===== config.mk =====
export PLATFORM = sky130hd
export DESIGN_NAME = td4_fetch_flat
export DESIGN_NICKNAME = d
export VERILOG_FILES = /design/src/rtl/td4_fetch_if.sv /design/src/rtl/td4_fetch.sv /design/src/flat_wrapper.sv
export SDC_FILE = /design/constraint.sdc
export NUM_CORES = 1
export LEC_CHECK = 0
export BUFFER_PORTS_ARGS = -buffer_cell sky130_fd_sc_hd__buf_2
export CAP_MARGIN = 20
export CORE_MARGIN = 5
export CORE_UTILIZATION = 40
export DETAILED_ROUTE_END_ITERATION = 10
export GPL_ROUTABILITY_DRIVEN = 1
export SKIP_CTS_REPAIR_TIMING = 1
export SYNTH_ARGS = -nofsm -noshare
export SYNTH_HDL_FRONTEND = slang
export SYNTH_SLANG_ARGS = --single-unit

===== constraint.sdc =====
create_clock -name clk -period 6.2 [get_ports clk]
set_input_delay 0.62 -clock clk [delete_from_list [all_inputs] [get_ports clk]]
set_output_delay 0.62 -clock clk [all_outputs]
set_load 0.1 [all_outputs]

===== src/rtl/td4_fetch_if.sv =====
// td4_fetch_if
// Groups the two handshakes around the TD4 fetch stage:
//   - program load port: prog_data/prog_valid/prog_last in, prog_ready out
//   - instruction port : instr_valid/opcode/immediate/pc_out out, instr_ready in
// Modports:
//   master - the side that loads programs and consumes instructions
//   slave  - the fetch stage itself
interface td4_fetch_if;
    logic [7:0] prog_data;
    logic       prog_valid;
    logic       prog_ready;
    logic       prog_last;
    logic       instr_valid;
    logic       instr_ready;
    logic [3:0] opcode;
    logic [3:0] immediate;
    logic [3:0] pc_out;

    modport master (
        output prog_data, prog_valid, prog_last, instr_ready,
        input  prog_ready, instr_valid, opcode, immediate, pc_out
    );

    modport slave (
        input  prog_data, prog_valid, prog_last, instr_ready,
        output prog_ready, instr_valid, opcode, immediate, pc_out
    );
endinterface


===== src/rtl/td4_fetch.sv =====
// td4_fetch
// Instruction fetch stage in front of the TD4 CPU datapath. Holds a
// 16 x 8-bit program memory that is filled over a byte-wide valid/ready
// port, then presents opcode/immediate/pc to the CPU and owns the program
// counter, including JMP and JNC (jump when carry is clear) redirection.
//
// Ports:
//   clk, rst  - clock, asynchronous active-high reset
//   bus       - td4_fetch_if.slave (program load + instruction handshakes)
//   run       - leave LOAD without writing, keeping memory contents
//   reload    - return from RUN to LOAD (memory retained)
//   carry_in  - CPU carry flag, sampled on the advance cycle
//   step      - only with TD4_FETCH_STEP_EN: gates instr_valid in RUN so
//               the program can be single-stepped on a board
//   loading   - high while in LOAD
//
// Optional feature macro: TD4_FETCH_STEP_EN (adds the step input).
module td4_fetch #(
    parameter logic [7:0] MEM_INIT = 8'h00,
    parameter logic [3:0] JMP_OP   = 4'b1111,
    parameter logic [3:0] JNC_OP   = 4'b1110
) (
    input  logic       clk,
    input  logic       rst,
    td4_fetch_if.slave bus,
    input  logic       run,
    input  logic       reload,
    input  logic       carry_in,
`ifdef TD4_FETCH_STEP_EN
    input  logic       step,
`endif
    output logic       loading
);

    typedef enum logic [1:0] {
        S_LOAD,
        S_PRIME,
        S_RUN
    } state_t;

    state_t     state_q, state_d;
    logic [3:0] load_addr_q, load_addr_d;
    logic [3:0] pc_q, pc_d;
    logic [7:0] instr_q, instr_d;
    logic [7:0] mem_q [16];
    logic [7:0] mem_d [16];

    logic       fetched_valid;
    logic       accept;
    logic       advance;
    logic [3:0] next_pc;

    // Outputs are driven straight from registers so the CPU sees a clean
    // instruction word for the whole cycle.
    assign fetched_valid  = (state_q == S_RUN);
    assign bus.prog_ready = (state_q == S_LOAD);
    assign loading        = (state_q == S_LOAD);
    assign bus.opcode     = instr_q[7:4];
    assign bus.immediate  = instr_q[3:0];
    assign bus.pc_out     = pc_q;

`ifdef TD4_FETCH_STEP_EN
    assign bus.instr_valid = fetched_valid & step;
`else
    assign bus.instr_valid = fetched_valid;
`endif

    assign accept  = bus.prog_valid & bus.prog_ready;
    assign advance = bus.instr_valid & bus.instr_ready;

    // Branch resolution works on the currently presented instruction, so the
    // target instruction can be loaded on the same edge with no bubble.
    always_comb begin
        next_pc = pc_q + 4'd1;
        if (instr_q[7:4] == JMP_OP) begin
            next_pc = instr_q[3:0];
        end else if ((instr_q[7:4] == JNC_OP) && !carry_in) begin
            next_pc = instr_q[3:0];
        end
    end

    // Next-state logic. reload is checked before advance so a simultaneous
    // advance is dropped and the pc ends at 0.
    always_comb begin
        state_d     = state_q;
        load_addr_d = load_addr_q;
        pc_d        = pc_q;
        instr_d     = instr_q;
        mem_d       = mem_q;
        case (state_q)
            S_LOAD: begin
                if (accept) begin
                    mem_d[load_addr_q] = bus.prog_data;
                    load_addr_d        = load_addr_q + 4'd1;
                    if (bus.prog_last || (load_addr_q == 4'd15) || run) begin
                        state_d     = S_PRIME;
                        load_addr_d = 4'd0;
                    end
                end else if (run) begin
                    state_d     = S_PRIME;
                    load_addr_d = 4'd0;
                end
            end
            S_PRIME: begin
                instr_d = mem_q[0];
                pc_d    = 4'd0;
                state_d = S_RUN;
            end
            S_RUN: begin
                if (reload) begin
                    state_d     = S_LOAD;
                    pc_d        = 4'd0;
                    load_addr_d = 4'd0;
                end else if (advance) begin
                    pc_d    = next_pc;
                    instr_d = mem_q[next_pc];
                end
            end
            default: begin
                state_d = S_LOAD;
            end
        endcase
    end

    // State and memory registers; reset restores every entry to MEM_INIT.
    always_ff @(posedge clk or posedge rst) begin
        if (rst) begin
            state_q     <= S_LOAD;
            load_addr_q <= 4'd0;
            pc_q        <= 4'd0;
            instr_q     <= 8'h00;
            for (int i = 0; i < 16; i++) begin
                mem_q[i] <= MEM_INIT;
            end
        end else begin
            state_q     <= state_d;
            load_addr_q <= load_addr_d;
            pc_q        <= pc_d;
            instr_q     <= instr_d;
            mem_q       <= mem_d;
        end
    end

endmodule


===== src/flat_wrapper.sv =====
// flat-port wrapper written by rule: the top's interface ports become plain ports
module td4_fetch_flat 
#(
    parameter logic [7:0] MEM_INIT = 8'h00,
    parameter logic [3:0] JMP_OP   = 4'b1111,
    parameter logic [3:0] JNC_OP   = 4'b1110
)
  (clk, rst, run, reload, carry_in, loading, bus_prog_data, bus_prog_valid, bus_prog_last, bus_instr_ready, bus_prog_ready, bus_instr_valid, bus_opcode, bus_immediate, bus_pc_out);
  td4_fetch_if bus_i ();
  input  logic clk;
  input  logic rst;
  input  logic run;
  input  logic reload;
  input  logic carry_in;
  output logic loading;
  input wire logic [$bits(bus_i.prog_data)-1:0] bus_prog_data;
  input wire logic [$bits(bus_i.prog_valid)-1:0] bus_prog_valid;
  input wire logic [$bits(bus_i.prog_last)-1:0] bus_prog_last;
  input wire logic [$bits(bus_i.instr_ready)-1:0] bus_instr_ready;
  output wire logic [$bits(bus_i.prog_ready)-1:0] bus_prog_ready;
  output wire logic [$bits(bus_i.instr_valid)-1:0] bus_instr_valid;
  output wire logic [$bits(bus_i.opcode)-1:0] bus_opcode;
  output wire logic [$bits(bus_i.immediate)-1:0] bus_immediate;
  output wire logic [$bits(bus_i.pc_out)-1:0] bus_pc_out;
  assign bus_i.prog_data = bus_prog_data;
  assign bus_i.prog_valid = bus_prog_valid;
  assign bus_i.prog_last = bus_prog_last;
  assign bus_i.instr_ready = bus_instr_ready;
  assign bus_prog_ready = bus_i.prog_ready;
  assign bus_instr_valid = bus_i.instr_valid;
  assign bus_opcode = bus_i.opcode;
  assign bus_immediate = bus_i.immediate;
  assign bus_pc_out = bus_i.pc_out;
  td4_fetch #(.MEM_INIT(MEM_INIT), .JMP_OP(JMP_OP), .JNC_OP(JNC_OP)) u_core (.clk(clk), .rst(rst), .bus(bus_i), .run(run), .reload(reload), .carry_in(carry_in), .loading(loading));
endmodule

* Yosys cells after proc, flatten, opt, wreduce, memory -nomap -nowiden *
Index checks and enable logic that the tools add are counted.
Widths: inputs -> output; s select.

operators by class
  shift operators = 0
  reductions and logical operators = 13
  multiplexer cells = 24
  order comparisons = 3
  divide/modulo/power cells = 0
  $mul = 0
  bitwise operators = 4
  equal/unequal tests = 11
  $add $sub $neg = 2

operators with widths
  kind                 count
  $bwmux 128           1
  $mux 8               5
  $bmux 8 s4           1
  $demux 8 s4          1
  $mux 4               8
  $pmux 4 s2           2
  $pmux 8 s2           1
  $eq 4x4->1 const B   3
  $ge 5x5->1 const B   2
  $not 4->5            2
  $ne 3x3->1 const B   3
  $reduce_and 3->1     3
  $add 4x1->4 const B  2
  $mux 2               4
  $ne 2x2->1 const B   3
  $pmux 2 s3           1
  $lt 5x1->1 const B   1
  $reduce_and 2->1     2
  $reduce_bool 2->1    2
  $and 1x1->1          2
  $eq 2x1->1 const B   1
  $eq 2x2->1 const B   1
  $logic_and 1x1->1    2
  $logic_not 2->1      1
  other kinds (2)      3

storage, ports and cells
  latch bits = 0
  bits in registers = 146
  output and inout bits = 15
  bits in read-only memories = 0
  memories = 0
  bits of input ports = 16
  bits in writable memories = 0

* Logic depth before layout (Yosys ltp) *
Gate-level depths: netlist of the first run.

  depth after elaboration = 11
  gate-level depth with buffers = 10

* Worst setup path after synthesis of the first run *
OpenSTA, ideal clock, no wires.

  path type = register -> register
  from = register u_core.state_q[0]
  to = register u_core.mem_q[0] in the netlist's numbering
  data required time = 6.075 ns
  stages on the path, launching flop included = 7
  period minus slack after synthesis = 3.043 ns
  buffers on the path = 2
  arrival time = 2.918 ns
  path slack = 3.157 ns
  cell sequence = dfrtp_1 -> nor2_1 -> and3_1 -> clkbuf_1 -> and3_1 -> buf_2 -> mux2_2

on the way
  word-level cells in the longest chain between the ends = 3

RTL lines
  what                            RTL line            source
  start, declared                 td4_fetch.sv:41     state_t state_q, state_d;
  start signal, assigned          td4_fetch.sv:136    state_q <= state_d;
  $logic_not 2->1 (*)             td4_fetch.sv:56     assign bus.prog_ready = (state_q == S_LOAD);
  named net bus_prog_ready        flat_wrapper.sv:20  output wire logic [$bits(bus_i.prog_ready)-1:0] bus_prog_ready;
  $and 1x1->1                     td4_fetch.sv:68     assign accept = bus.prog_valid & bus.prog_ready;
  $reduce_and 2->1 (no line) (*)  --
  end signal, assigned            td4_fetch.sv:140    mem_q <= mem_d;
  end, declared                   td4_fetch.sv:45     logic [7:0] mem_q [16];

The timed path passes the listed nets; every way through them passes the cells marked *.
A chain may end at the register's enable or synchronous reset.

* Final worst setup path of the first run *
  from = register u_core.pc_q[0] (netlist: u_core.bus.pc_out[0])
  to = register u_core.instr_q[3]

on the way
  word-level cells in the longest chain between the ends = 10

RTL lines
  what                                       RTL line          source
  start, declared                            td4_fetch.sv:43   logic [3:0] pc_q, pc_d;
  start signal, assigned                     td4_fetch.sv:138  pc_q <= pc_d;
  $add 4x1->4                                td4_fetch.sv:74   next_pc = pc_q + 4'd1;
  $mux 4                                     td4_fetch.sv:77   end else if ((instr_q[7:4] == JNC_OP) && !carry_in) begin
  $mux 4                                     td4_fetch.sv:75   if (instr_q[7:4] == JMP_OP) begin
  $not 4->5 (not written as such)            td4_fetch.sv:116  instr_d = mem_q[next_pc];
  $bmux 8 s4                                 td4_fetch.sv:116
  $mux 8 (not written as such) (2 in a row)  td4_fetch.sv:116
  $mux 8                                     td4_fetch.sv:114  end else if (advance) begin
  $mux 8                                     td4_fetch.sv:110  if (reload) begin
  $pmux 8 s2                                 td4_fetch.sv:90   case (state_q)
  end signal, assigned                       td4_fetch.sv:139  instr_q <= instr_d;
  end, declared                              td4_fetch.sv:44   logic [7:0] instr_q, instr_d;

No other way between the ends. The select of a mux whose other input is x is not followed.

==> results of run 1 <==
[critical path, delay by kind of cell, from the launching register on]
family | cells | cell delay (ps)
AO/OA/AOI/OAI | 3 | 1140
adder cells (fa/ha/maj) | 1 | 620
flip-flops | 1 | 590
AND/OR/NAND/NOR | 2 | 420
buffers and inverters | 1 | 190
[cell type report]
| cell class | count | area, um2 |
|---|---|---|
| repair buffers | 33 | 172.7 |
| multi-input cells | 383 | 3085 |
| inverters | 8 | 35.03 |
| flip-flops and latches | 146 | 3654 |
| well taps | 225 | 281.5 |
| clock inverters | 12 | 126.4 |
| fillers | 1586 | 9355 |
| clock buffers | 20 | 466.7 |
[layout by cell type (no fill, tap or decap), drive strengths merged, types with 2 or more instances in the layout]
cell | netlist | final
and3 | 20 | 20
clkinv | 0 | 5
a22o | 4 | 4
nand2 | 24 | 24
nor3 | 15 | 15
o22ai | 59 | 59
ha | 5 | 5
nor4b | 2 | 2
o221ai | 5 | 5
a21oi | 16 | 16
inv | 8 | 11
or3 | 15 | 15
dfrtp | 146 | 146
nor2 | 13 | 13
o21ai | 21 | 21
buf | 18 | 33
nand3 | 8 | 8
nand2b | 5 | 5
nor4 | 2 | 2
a31oi | 6 | 6
xnor2 | 3 | 3
nor2b | 8 | 8
clkbuf | 23 | 20
clkinvlp | 0 | 2
nand4 | 7 | 7
bufinv | 0 | 2
a2111oi | 2 | 2
mux2 | 129 | 129
mux2i | 4 | 4
[sequential cells by signal (all words and copies together), names as in the netlist]
signal	flops
u_core.instr_q	8
u_core.mem_q	128
u_core.state_q	2
u_core.load_addr_q	4
u_core.bus.pc_out	4
[kinds of logic (layout without fill, tap and decap cells)]
group	count (synthesis)	in the layout	share of synthesized area [%]
compound gates	120	120	11.58
xor+xnor	4	4	0.5026
fa+ha+maj	5	5	0.8973
buf+inv	49	73	3.392
flops	146	146	52.40
mux	133	133	21.41
simple gates	121	121	9.817
[through the flow]
step / instances / power [mW]
2_1_floorplan: 578 / 2.211
3_3_place_gp: 795 / 2.468
3_5_place_dp: 795 / 2.493
4_1_cts: 827 / 3.528
5_1_grt: 827 / 3.694
6_report: 827 / 3.515
[worst paths after layout]
check | from | end | slack (ps) | cells past startpoint
worst max-delay path | u_core.bus.pc_out[0] | u_core.instr_q[3] | 3140 | 7
worst min-delay path | rst | u_core.mem_q[72] | 370 | 2
worst max register to register | u_core.bus.pc_out[0] | u_core.instr_q[3] | 3140 | 7
worst min register to register | u_core.mem_q[66] | u_core.mem_q[66] | 500 | 1
max in group asynchronous | rst | u_core.mem_q[5] | 4700 | 3
min in group clk | bus_instr_ready | u_core.bus.pc_out[2] | 480 | 3
[power by group]
group          switching [mW]  leakage, nW  internal, mW
clock network           0.402        0.293         0.624
logic                   0.857         1.41         0.406
registers               0.155         1.99          1.07
[routing by layer]
| metal | wire length, um | up-vias | global-route usage [%] | part of all wire (%) |
|---|---|---|---|---|
| met5 | 0 | - | 0 | 0 |
| met4 | 340 | 0 | 6.566 | 1.9 |
| li1 | - | 2187 | - | - |
| met2 | 8498 | 154 | 29.14 | 48 |
| met1 | 7868 | 2491 | 24.56 | 44 |
| met3 | 1077 | 34 | 4.805 | 6.1 |
==> metrics, run 1 <==
initial cell density of the core=around two fifths; synthesis warning total=0; final clock period utilization by the worst path=approximately half; post-detailed-placement half-perimeter wirelength=11530 um; data arrival time of the worst path=between 3000 and 4000 ps; CTS root buf=clkbuf_16; run status=complete, no violations; static leakage=about 3.7 nW; worst path cell trace=ha_1 > inv_1 > a31oi_4 > o22ai_1 > nor3_1 > o21ai_0 > nand4_1; path type of the worst setup path=register to register; Worst path max stage delay=~800 ps; Avg Synthesized Cell Area=12.06 um2; Final Hold Viols=0; I/O pins=31; count of maximum capacitance violations=0; Critical Path Sink Type=register; Inserted Clock Buffers=17; critical path launch point type=register; upper clock frequency limit=326.7 MHz; final worst-path setup slack=roughly 3100 ps; setup repair after global routing missed its margin=no; global-route wire length before repair=approximately 29000 um; TritonCTS clock tree=done; clk sink count=~150; total negative setup slack=0 ps; Layout Area Growth over Synthesis=12.19%; remaining routing DRC violations=0; vias in the first global route=between 5k and 6k; leading cell type by number of instances after synthesis=dfrtp_1; count of inserted antenna diode cells=0; Std-Cell Core Area=between 15000 and 20000 um2; number of design-rule violations left by the first detailed-router iteration=between 500 and 600; most used flip-flop cell after synthesis=dfrtp_1; Placement Rows=48; DRT Pass-1 Iters=5; count of pins over their slew limit=0; Die Outline Area=roughly 20000 um2; worst hold slack=368.6 ps; deepest clock path buffer count=2; synthesized netlist cell count=578; fraction of final layout cells sized beyond drive strength 1=35.05%; clock-pin slew of the registers on the worst-case setup and hold paths=60 ps; pwr/cell area=around 450 nW/um2; Final #Nets=610; worst relative slew slack=between 20% and 30%; Post-DP Area=just over 7000 um2; Clock Skews=between 6 and 7 ps; Yosys top cell by area=dfrtp_1; height of the die=~140 um; Core Util, Final=45.53%; Tmin final=about 3100 ps; synthesized netlist net count=599; overall via count from detail_route=4866; summed instance area of the synthesized netlist=around 7000 um2; number of buffers added on ports=30; drt total wl=roughly 18000 um; number of levels the H-tree was split into=4; Horiz. Die Dim=between 100 and 150 um; top post-synthesis cells by count=dfrtp_1, mux2_2, o22ai_1, clkbuf_1, nand2_1; min-delay worst type=input port to asynchronous set/reset pin; number of antenna violations at the first check in global routing=0; critical path required time=roughly 6600 ps; largest net degree at the start of global routing=100; average wire per cell in the routed design=about 22 um; largest fanout of any net on the critical path=28; total track usage=18.41%; antenna viol nets, final=0; post-synthesis async set-or-reset flop share=between 90% and 100%; Yosys cell types=48; most area-consuming cells after synthesis=dfrtp_1, mux2_2, o22ai_1; post-route design area=a little under 8000 um2; total global routing overflow=0; IR drop worst, VDD=~230 uV; register area share after synthesis=a little over half; final weighted congestion in routability-driven placement=between 0.9 and 1; routed via count divided by cell count=5.884; setup slack at placement=around 3200 ps; actual slew at the worst max-slew pin=about 1100 ps; slowest library cell on the worst path=a31oi_4; source-to-sink clock delay at the later pin of the worst-skew pair=~430 ps; number of flops mapped to enable cells by yosys=0; total setup violations reported at the end of the flow=0; flip-flop and latch count after synthesis=146; share of the synthesized area in the top cell type=~52%
(Power assumes the default switching activity.)
==> run 2: changes to the inputs <==
Clock period 6.2 ns to 2.5 ns, I/O delays scaled along.
==> run 2 against run 1 <==
Sequential share of layout area is 1.2 points lower. Utilization is 1.3 points higher. Largest cell class unchanged. Maximum frequency grew 31%. Critical path depth is 2 higher. Clock power rose by 150%. Combinational power rose to 2.7 times the previous value.
==> metrics, run 2 (synthesis results as in run 1) <==
run status=complete, no violations; Layout Area Growth over Synthesis=15.27%; count of inserted antenna diode cells=0 (unchanged); Inserted Clock Buffers=17 (unchanged); fraction of final layout cells sized beyond drive strength 1=37.24% (+2.2 points); setup repair after global routing missed its margin=no; worst reg2reg setup slack=160 ps (-2970 ps); largest fanout of any net on the critical path=32 (+14%); total global routing overflow=0 (unchanged); antenna viol nets, final=0 (unchanged); I/O pins=31 (unchanged); setup slack at placement=156.7 ps (-3087 ps); overall via count from detail_route=4991 (+2.6%); WP buf/inv=2 (+1); Hold Crit Depth=3; number of levels the H-tree was split into=4 (unchanged); Final Hold Viols=0 (unchanged); worst relative slew slack=53.79% (+26 points); actual slew at the worst max-slew pin=691.6 ps (-393.6 ps); static leakage=3.789 nW (+2.4%); total setup violations reported at the end of the flow=0 (unchanged); clock-pin slew of the registers on the worst-case setup and hold paths=60 ps (about the same); pwr/cell area=1117 nW/um2 (+150%); slowest library cell on the worst path=dfrtp_2; count of maximum capacitance violations=0 (unchanged); CTS root buf=clkbuf_16; total track usage=18.82% (+0.40 points); Final #Nets=623 (+2.1%); upper clock frequency limit=428.2 MHz (+31%); data arrival time of the worst path=2630 ps (-790 ps); routed via count divided by cell count=5.942 (+0.98%); global-route wire length before repair=29330 um (+2.5%); critical path launch point type=register; post-detailed-placement half-perimeter wirelength=12520 um (+8.6%); height of the die=142.0 um (unchanged); drt total wl=18460 um (+3.8%); clk sink count=146 (unchanged); final clock period utilization by the worst path=93.41% (+44 points); Std-Cell Core Area=17180 um2 (unchanged); remaining routing DRC violations=0 (unchanged); deepest clock path buffer count=2 (unchanged); TritonCTS clock tree=done; Die Outline Area=20170 um2 (unchanged); average wire per cell in the routed design=21.98 um (+2.2%); cell family contributing the most delay on the critical path=compound AO/OA/AOI/OAI gates; Clock Skews=10.28 ps (+3.297 ps); source of the worst hold timing path=bus_instr_ready; vias in the first global route=5175 (+1.6%); max reg flops=128 (unchanged); Critical Path Sink Type=register; count of pins over their slew limit=0 (unchanged); Worst Hold Path EP=u_core.bus.pc_out[2]; number of antenna violations at the first check in global routing=0 (unchanged); total of fill cells in the finished design=1582 (-0.25%); number of buffers added on ports=30 (unchanged); area used by multi-input combinational logic=3092 um2 (+0.20%); total negative setup slack=0 ps (unchanged); DRT Pass-1 Iters=5 (unchanged); Critical R2R Launch=u_core.bus.pc_out[0]; Placement Rows=48 (unchanged); post-route design area=8036 um2 (+2.8%); final worst-path setup slack=164.7 ps (-2975 ps); source-to-sink clock delay at the later pin of the worst-skew pair=420 ps (about the same); worst path cell trace=ha_1 > buf_4 > nor2_1 > a21oi_2 > buf_12 > nor2_1 > o32a_1 > o221ai_1 > a221o_1; number of design-rule violations left by the first detailed-router iteration=401 (-24%); path type of the worst setup path=register to register; IR drop worst, VDD=1009 uV (+330%); critical path's most frequent cell=nor2_1; register cell area after layout=3661 um2 (+0.21%); final weighted congestion in routability-driven placement=0.9060 (-2.4%); Post-DP Area=7427 um2 (+2.8%); Tmin final=2335 ps (-725.1 ps); critical path required time=2800 ps (-3760 ps); leading cell types in the layout, fill and taps excluded=dfrtp_1, mux2_2, o22ai_1; register with the most flip-flops=u_core.mem_q; largest net degree at the start of global routing=36 (-64%); worst hold slack=124.0 ps (-244.6 ps); Worst path max stage delay=470 ps (-330 ps); initial cell density of the core=40.59% (unchanged); Horiz. Die Dim=142.0 um (unchanged); largest registers=u_core.mem_q x128, u_core.instr_q x8; worst reg-to-reg path cell count=9 (+2); most frequent standard cell in the layout excluding fill and tap cells=dfrtp_1; min-delay worst type=input port to register; destination of the worst register-to-register timing path=u_core.instr_q[0]
[run 2: worst max path at each step]
stage                                   end            startpoint  slack (ps)  cells after the start
after global placement    u_core.instr_q[5]     u_core.instr_q[4]         170                      7
after CTS                 u_core.instr_q[5]     u_core.instr_q[4]         130                      7
after global routing      u_core.instr_q[0]     u_core.instr_q[7]          20                      8
after detailed placement  u_core.instr_q[5]     u_core.instr_q[4]         160                      7
after floorplan           u_core.instr_q[0]     u_core.instr_q[7]          10                      8
final                     u_core.instr_q[0]  u_core.bus.pc_out[0]         160                      9
[run 2: layout make-up]
| cell class | count | share of cell area, % |
|---|---|---|
| Inverter | 8 | 0.4204 |
| Sequential cell | 146 | 45.56 |
| Clock inverter | 11 | 1.681 |
| Clock buffer | 21 | 5.729 |
| Timing Repair Buffer | 46 | 4.640 |
| Multi-Input combinational cell | 383 | 38.47 |
| Tap cell | 225 | 3.503 |
[run 2: where the power goes]
part           switching [mW]  internal, mW
registers               0.351          2.66
clock network           0.949          1.61
logic                    2.21          1.19
total                    3.51          5.46
[run 2: per-layer routing]
metal,track usage [%],up-vias,part of all wire [%]
met5,0,-,0
met4,6.717,0,2.7
met3,3.394,39,4.0
met2,31.18,158,50
met1,24.84,2586,44
li1,-,2208,-
[run 2: worst reg2reg max path: cells and delay by family, from the launching register on]
family                     cells  cell delay [ps]
AOI/OAI and AO/OA              4              720
adders and majority gates      1              330
buffers and inverters          2              360
DFF                            1              470
and+or+nand+nor                2              350
[run 2: metrics by stage]
step,std cells,power [mW],utilization [%]
floorplan,578,5.496,-
detailed placement,807,6.404,43.24
global route,840,9.358,46.79
CTS,839,8.975,46.71
finish,840,8.973,46.79
global placement,807,6.361,43.24
